<file path="src/rtl/pulse_train_generator.sv">
// pulse_train_generator
//   Captures a WIDTH-bit pattern and shifts it out on `pulse`, one bit per
//   clock. A burst is one pass, repeat_cnt+1 passes, or continuous until
//   stopped. All outputs are registered.
//
// Ports:
//   Clk        rising-edge clock
//   Reset_n    asynchronous active-low reset
//   load       capture `value` into the pattern register (IDLE only)
//   value      pattern to capture
//   start      begin a burst (IDLE only)
//   repeat_cnt extra passes after the first, sampled on start
//   continuous repeat until stop, sampled on start (overrides repeat_cnt)
//   stop       abort the burst (no done strobe)
//   pulse      serial pattern bit
//   busy       high while a burst is running
//   done       one-cycle strobe after normal completion
module pulse_train_generator #(
  parameter int WIDTH     = 8,
  parameter int CNT_W     = 4,
  parameter int LSB_FIRST = 1
) (
  input  logic             Clk,
  input  logic             Reset_n,
  input  logic             load,
  input  logic [WIDTH-1:0] value,
  input  logic             start,
  input  logic [CNT_W-1:0] repeat_cnt,
  input  logic             continuous,
  input  logic             stop,
  output logic             pulse,
  output logic             busy,
  output logic             done
);

  localparam int IDX_W = $clog2(WIDTH);
  localparam logic [IDX_W-1:0] LAST = IDX_W'(WIDTH - 1);

  typedef enum logic {IDLE, RUN} state_t;

  state_t           state, state_n;
  logic [WIDTH-1:0] pattern, pattern_n;
  logic [WIDTH-1:0] shreg, shreg_n;
  logic [IDX_W-1:0] idx, idx_n;
  logic [CNT_W-1:0] cnt, cnt_n;
  logic             mode, mode_n;
  logic             pulse_n, busy_n, done_n;
  logic [WIDTH-1:0] src;
  logic [WIDTH-1:0] shreg_adv;

  function automatic logic head(input logic [WIDTH-1:0] p);
    return (LSB_FIRST != 0) ? p[0] : p[WIDTH-1];
  endfunction

  // A simultaneous load+start transmits the freshly loaded value.
  assign src = load ? value : pattern;

  // The shift register keeps the bit currently on `pulse` at its head, so the
  // registered pulse for the next cycle is the head of the advanced register.
  assign shreg_adv = (LSB_FIRST != 0) ? (shreg >> 1) : (shreg << 1);

  always_ff @(posedge Clk or negedge Reset_n) begin
    if (!Reset_n) begin
      state   <= IDLE;
      pattern <= '0;
      shreg   <= '0;
      idx     <= '0;
      cnt     <= '0;
      mode    <= 1'b0;
      pulse   <= 1'b0;
      busy    <= 1'b0;
      done    <= 1'b0;
    end else begin
      state   <= state_n;
      pattern <= pattern_n;
      shreg   <= shreg_n;
      idx     <= idx_n;
      cnt     <= cnt_n;
      mode    <= mode_n;
      pulse   <= pulse_n;
      busy    <= busy_n;
      done    <= done_n;
    end
  end

  always_comb begin
    state_n   = state;
    pattern_n = pattern;
    shreg_n   = shreg;
    idx_n     = idx;
    cnt_n     = cnt;
    mode_n    = mode;
    pulse_n   = 1'b0;
    busy_n    = 1'b0;
    done_n    = 1'b0;
    case (state)
      IDLE: begin
        if (load) pattern_n = value;
        if (start) begin
          state_n = RUN;
          shreg_n = src;
          idx_n   = '0;
          cnt_n   = repeat_cnt;
          mode_n  = continuous;
          pulse_n = head(src);
          busy_n  = 1'b1;
        end
      end
      RUN: begin
        if (stop) begin
          state_n = IDLE;
        end else if (idx == LAST) begin
          if (mode || (cnt != '0)) begin
            if (!mode) cnt_n = cnt - CNT_W'(1);
            shreg_n = pattern;
            idx_n   = '0;
            pulse_n = head(pattern);
            busy_n  = 1'b1;
          end else begin
            state_n = IDLE;
            done_n  = 1'b1;
          end
        end else begin
          shreg_n = shreg_adv;
          idx_n   = idx + IDX_W'(1);
          pulse_n = head(shreg_adv);
          busy_n  = 1'b1;
        end
      end
      default: state_n = IDLE;
    endcase
  end

endmodule

</file>
<file path="config.mk">
export PLATFORM = sky130hd
export DESIGN_NAME = pulse_train_generator
export DESIGN_NICKNAME = d
export VERILOG_FILES = /design/src/rtl/pulse_train_generator.sv
export SDC_FILE = /design/constraint.sdc
export NUM_CORES = 1
export LEC_CHECK = 0
export BUFFER_PORTS_ARGS = -buffer_cell sky130_fd_sc_hd__clkbuf_2
export CELL_PAD_IN_SITES_DETAIL_PLACEMENT = 2
export CELL_PAD_IN_SITES_GLOBAL_PLACEMENT = 2
export CORE_MARGIN = 8
export CORE_UTILIZATION = 35
export DETAILED_ROUTE_END_ITERATION = 16
export GPL_TIMING_DRIVEN = 1
export PLACE_DENSITY = 0.74
export RECOVER_POWER = 100
export SETUP_SLACK_MARGIN = 0.02
export SKIP_LAST_GASP = 1
export SLEW_MARGIN = 15
export SYNTH_ARGS = -nofsm -noshare
export SYNTH_HDL_FRONTEND = slang
export SYNTH_SLANG_ARGS = --single-unit
</file>
<file path="constraint.sdc">
create_clock -name Clk -period 4.6 [get_ports Clk]
set_input_delay 0 -clock Clk [delete_from_list [all_inputs] [get_ports Clk]]
set_output_delay 0 -clock Clk [all_outputs]
set_load 0.01 [all_outputs]
</file>
# == After elaboration in Yosys (flattened, before gate mapping) ==
# Index checks and enable logic that the tools add are counted.
# totals
ramBits,0
rom_bits,0
latch_bits,0
input_bits,18
ff_bits,27
output_inout_bits,3
n_memories,0
# op_classes
multipliers,0
reduce_logical,5
order_cmp,0
n_addsub,2
bitwise,1
n_eq_ne,7
shift,0
div_mod_pow,0
mux,31
# op_table
operator,count
$mux 8,5
$mux 4,5
$pmux 8 s2,1
$mux 1,12
$mux 3,4
$pmux 4 s2,1
$ne 2x2->1 const B,3
$pmux 3 s2,1
$reduce_and 5->1,1
$ne 2x1->1 const B,2
$pmux 1 s2,2
$reduce_bool 4->1,1
$sub 4x1->4 const B,1
$add 3x1->3 const B,1
$eq 3x3->1 const B,1
$ne 3x2->1 const B,1
$reduce_and 3->1,1
$reduce_and 2->1,1
$logic_or 1x1->1,1
$not 1->1,1

# == Longest topological paths before layout ==
# logic_depth
ltp_word,6
ltp_mapped,7
mapped_depth_nobuf,6

# == Worst setup path before layout ==
# OpenSTA, ideal clock, no wires.
# synth_timing
path_kind,register to register
startpoint,reg idx[0]
endpoint,reg cnt[0]
required_ps,4463
arrival_time_ps,1638
path_buffers,1
path_slack_ps,2825
stages_incl_launch_ff,8
setup_ps,137
synth_period_minus_slack_ps,1775
path_cell_list,dfrtp_1 ha_1 ha_1 buf_2 and4bb_2 or2_2 o22ai_1 a21oi_1
# synth_via
elab_chain_len,3
# synth_rtl
element,line_no,text
start: declaration,44,"logic [IDX_W-1:0] idx, idx_n;"
start signal: assignment,77,idx <= idx_n;
$eq 3x3->1,112,end else if (idx == LAST) begin
$ne 2x1->1 (no line),--,
$reduce_and 5->1 (no line),--,
end signal: assignment,78,cnt <= cnt_n;
end: declaration,45,"logic [CNT_W-1:0] cnt, cnt_n;"
# Every way passes these cells.
# A chain may end at the register's enable or synchronous reset.

# == Worst setup path in the final report ==
# layout_timing
startpoint,reg state
endpoint,reg shreg[4]
# layout_via
elab_chain_len,3
elab_cells_between_ends,6
# layout_rtl
element,line_no,text
start: declaration,41,"state_t state, state_n;"
start signal: assignment,74,state <= state_n;
$not 1->1 (no line),--,
$ne 2x2->1 (no line),--,
$reduce_and 3->1 (no line),--,
end signal: assignment,76,shreg <= shreg_n;
end: declaration,43,"logic [WIDTH-1:0] shreg, shreg_n;"
# Parallel ways exist; a longest one is shown, timed or not.

==> summary.md <==
| Metric | Value |
|---|---|
| Peak Freq | 0.392 GHz |
| Async set-or-reset flop fraction in the synthesized netlist | 1.00 |
| Die extent in x | 81.1 um |
| Count of flip-flops with a built-in enable after synthesis | 0 |
| Setup slack of the most critical reg-to-reg path | 2.05 ns |
| Predominant post-synthesis flop cell | sky130_fd_sc_hd__dfrtp_1 |
| Setup-failing EPs final | 0 |
| Clock-pin slew on the worst setup and hold paths | 0.09 ns |
| Initial drt markers | 26 |
| Setup repair after global routing missed its margin | no |
| Type of element capturing the critical path | flip-flop |
| Final hold vios | 0 |
| Cells taking the most area after synthesis | sky130_fd_sc_hd__dfrtp_1, sky130_fd_sc_hd__mux2_4, sky130_fd_sc_hd__mux2_2, sky130_fd_sc_hd__mux2i_1, sky130_fd_sc_hd__ha_1 |
| Static leakage | 0.000747 uW |
| Min-delay worst type | primary input to flip-flop |
| Proportion of power drawn by flip-flops and latches | 0.516 |
| Most instantiated library cell after synthesis | sky130_fd_sc_hd__dfrtp_1 |
| Data arrival time of the critical path | 2.71 ns |
| Ant. Diodes | 0 |
| Critical-path top delay cell | sky130_fd_sc_hd__dfrtp_1 |
| Number of different library cells in the post-synthesis netlist | 33 |
| Die footprint | 6570 um^2 |
| Sequential element share of the synthesized area | 0.439 |
| Net Switching | 227 uW |
| Top-level port count | 21 |
| Worst-case hold path end point | cnt[1]$_DFFE_PN0P_ |
| Vias after detailed routing | 1,093 |
| Residual DRC count | 0 |
| Transition time at the pin with the least slew margin | 1.44 ns |
| Critical path depth | 3 |
| Number of I/O port buffers | 20 |
| Number of buffer and inverter stages on the critical path | 0 |
| Fraction of final layout cells sized beyond drive strength 1 | 0.234 |
| Area after DPL | 1620 um^2 |
| Internal power | 467 uW |
| Origin of the worst min-delay path | repeat_cnt[1] |
| Clock latency reported for the late side of the worst-skew pair | 0.27 ns |
| Critical path launch point type | flip-flop |
| PD cells | 404 nW/um^2 |
| Sum Neg Setup Slack | 0 ns |
| Number of vias per cell | 5.25 |
| Std-Cell Rows | 23 |
| Number of buffers inserted to repair setup after CTS | 0 |
| Capturing point of the worst reg2reg path | shreg[4]$_DFFE_PN0P_ |
| Share of Yosys cell area claimed by the top area cell type | 0.439 |
| Mapped Nets | 152 |
| Wire length of the first global-routing pass | 6.50 mm |
| Worst-case clock buffer depth | 2 |
| Worst setup startpoint | state$_DFF_PN0_ |
| DRT Wirelength | 3.76 mm |
| Status | finished clean |
| Cell class contributing the biggest share of worst-path delay | simple AND/OR/NAND/NOR gates |
| Worst-case headroom to the max-slew limit | 0.0405 |
| Max Transition Viols Final | 0 |
| Area added between synthesis and finish | 16.0% |
| Remaining antenna violation count | 0 |
| Post-synthesis instance area | 1480 um^2 |
| Peak fanout along the critical path | 28 |
| Worst Hold Slack | 0.0506 ns |
| Average size of a mapped cell | 11.5 um^2 |
| Initial antenna violation count | 0 |
| Worst r2r path cells | 3 |
| Clock Sinks | 26 |
| Cell depth of the worst min-delay path | 3 |
| Post-detailed-route wirelength per cell | 18.1 um |
| Global placer's final weighted congestion | 0.742 |
| Fin nets | 183 |
| Starting density of the core | 0.368 |
| Switching share of total power | 0.328 |
| Gate count after technology mapping | 129 |
| Number of flip-flops and latches in the synthesized netlist | 26 |
| CP Cell Sequence | and2b_1 > nor2_1 > mux2_2 |
| GR Util All Layers | 0.127 |
| H-tree lvl count | 1 |
| Portion of total power attributed to the clock network | 0.185 |
| Clock buffers created by TritonCTS | 3 |
| Maximum vdd drop | 0.210 mV |
| Die boundary height | 81.1 um |
| Most instantiated cells after synthesis | sky130_fd_sc_hd__dfrtp_1, sky130_fd_sc_hd__a21oi_1, sky130_fd_sc_hd__nor2b_1 |
| Required time of the critical path | 4.76 ns |
| Worst Path Class, Setup | flip-flop to flip-flop |
| Fill cells | 440 |
| Placed wire-length estimate | 2.68 mm |
| Via count of the first global-routing pass | 1,271 |
| Clock Skews | 0.00565 ns |
| Total core area | 4030 um^2 |
| Crit path largest cell delay | 0.92 ns |
| Number of warnings issued by yosys | 0 |
| Area of all placed cells without fillers | 1720 um^2 |
| Portion of total power attributed to combinational logic | 0.299 |
| R2r startpoint | state$_DFF_PN0_ |
| CTS Root Buffer Type | sky130_fd_sc_hd__clkbuf_8 |
| Grt total ovfl | 0 |
| First drt pass iteration count | 4 |
| Pin count of the biggest net entering global routing | 29 |
| Post-route minimum period | 2.55 ns |
| Share of the cycle needed by the critical path after routing | 0.554 |
| Area leader, netlist | sky130_fd_sc_hd__dfrtp_1 |
| CTS tree | yes |
| Max cap viols | 0 |
## registers in the layout, indices dropped and copies added (netlist names)
name / flops
state: 1
shreg: 7
pattern: 8
cnt: 4
done: 1
idx: 3
pulse: 1
mode: 1
## per-layer routing
layer | share of wire | track usage | up-vias
met2 | 0.52 | 0.224 | 14
met5 | 0 | 0 | -
met4 | 0.0029 | 0.0161 | 0
met1 | 0.44 | 0.157 | 549
li1 | - | - | 528
met3 | 0.037 | 0.0331 | 2
## logic make-up after synthesis
logic type / after synthesis / share of synthesized area
adders and majority gates: 5 / 0.0422
muxes: 24 / 0.196
DFF: 26 / 0.439
AOI/OAI and AO/OA: 30 / 0.133
and+or+nand+nor: 35 / 0.163
buffers and inverters: 9 / 0.0262
## placed cells by master (no fill, tap or decap), drive strengths merged
master / instances
or2: 1
nand2: 8
a31oi: 1
nor2: 4
or4b: 1
or3: 1
nor3b: 1
a21bo: 2
o21ai: 4
nor2b: 9
o22ai: 4
nor4b: 1
a211oi: 6
nand2b: 3
and4bb: 1
mux2: 16
a221oi: 1
ha: 5
o31ai: 2
mux2i: 8
nand3: 3
and2b: 1
a21oi: 10
clkbuf: 23
and3b: 1
dlygate4sd3: 12
dfrtp: 26
inv: 3
## power by group through the flow
stage               Combinational (uW)  Clock (uW)  Sequential [uW]
floorplan                          189           0              340
global placement                   220           0              360
detailed placement                 233           0              365
CTS                                243         137              362
global route                       236         143              369
finish                             207         128              358
## worst min-delay path: cells and delay by family
kind,cells,cell delay [ns]
buf+inv,1,0.08
compound gates,2,0.19
## worst max path at each step
stage,end
after floorplan,cnt[0]$_DFFE_PN0P_
after global placement,cnt[1]$_DFFE_PN0P_
after detailed placement,cnt[0]$_DFFE_PN0P_
after CTS,cnt[0]$_DFFE_PN0P_
after global routing,idx[0]$_DFFE_PN0P_
final,shreg[4]$_DFFE_PN0P_
## area by class of cell
| type | count | area [um^2] | area share |
|---|---|---|---|
| flip-flops and latches | 26 | 651 | 0.379 |
| well taps | 50 | 62.6 | 0.0364 |
| multi-input cells | 94 | 737 | 0.429 |
| repair buffers | 32 | 215 | 0.125 |
| inverters | 3 | 11.3 | 0.00655 |
| clock buffers | 3 | 41.3 | 0.0240 |
## repair_timing
item / CTS / global route
resized for setup: 0 / 0
hold buffers: 12 / 0
hold endpoints to repair: 37 / 0
## per-stage QoR
stage          instances  utilization  setup slack (ns)  power [uW]
6_report             208        0.426              2.05         694
5_1_grt              208        0.426              1.82         748
4_1_cts              208        0.441              2.47         742
3_5_place_dp         193        0.401              2.49         598
3_3_place_gp         193        0.401              2.56         580
2_1_floorplan        129            -              2.82         528
Note: power is estimated with default switching activity, not from simulation.
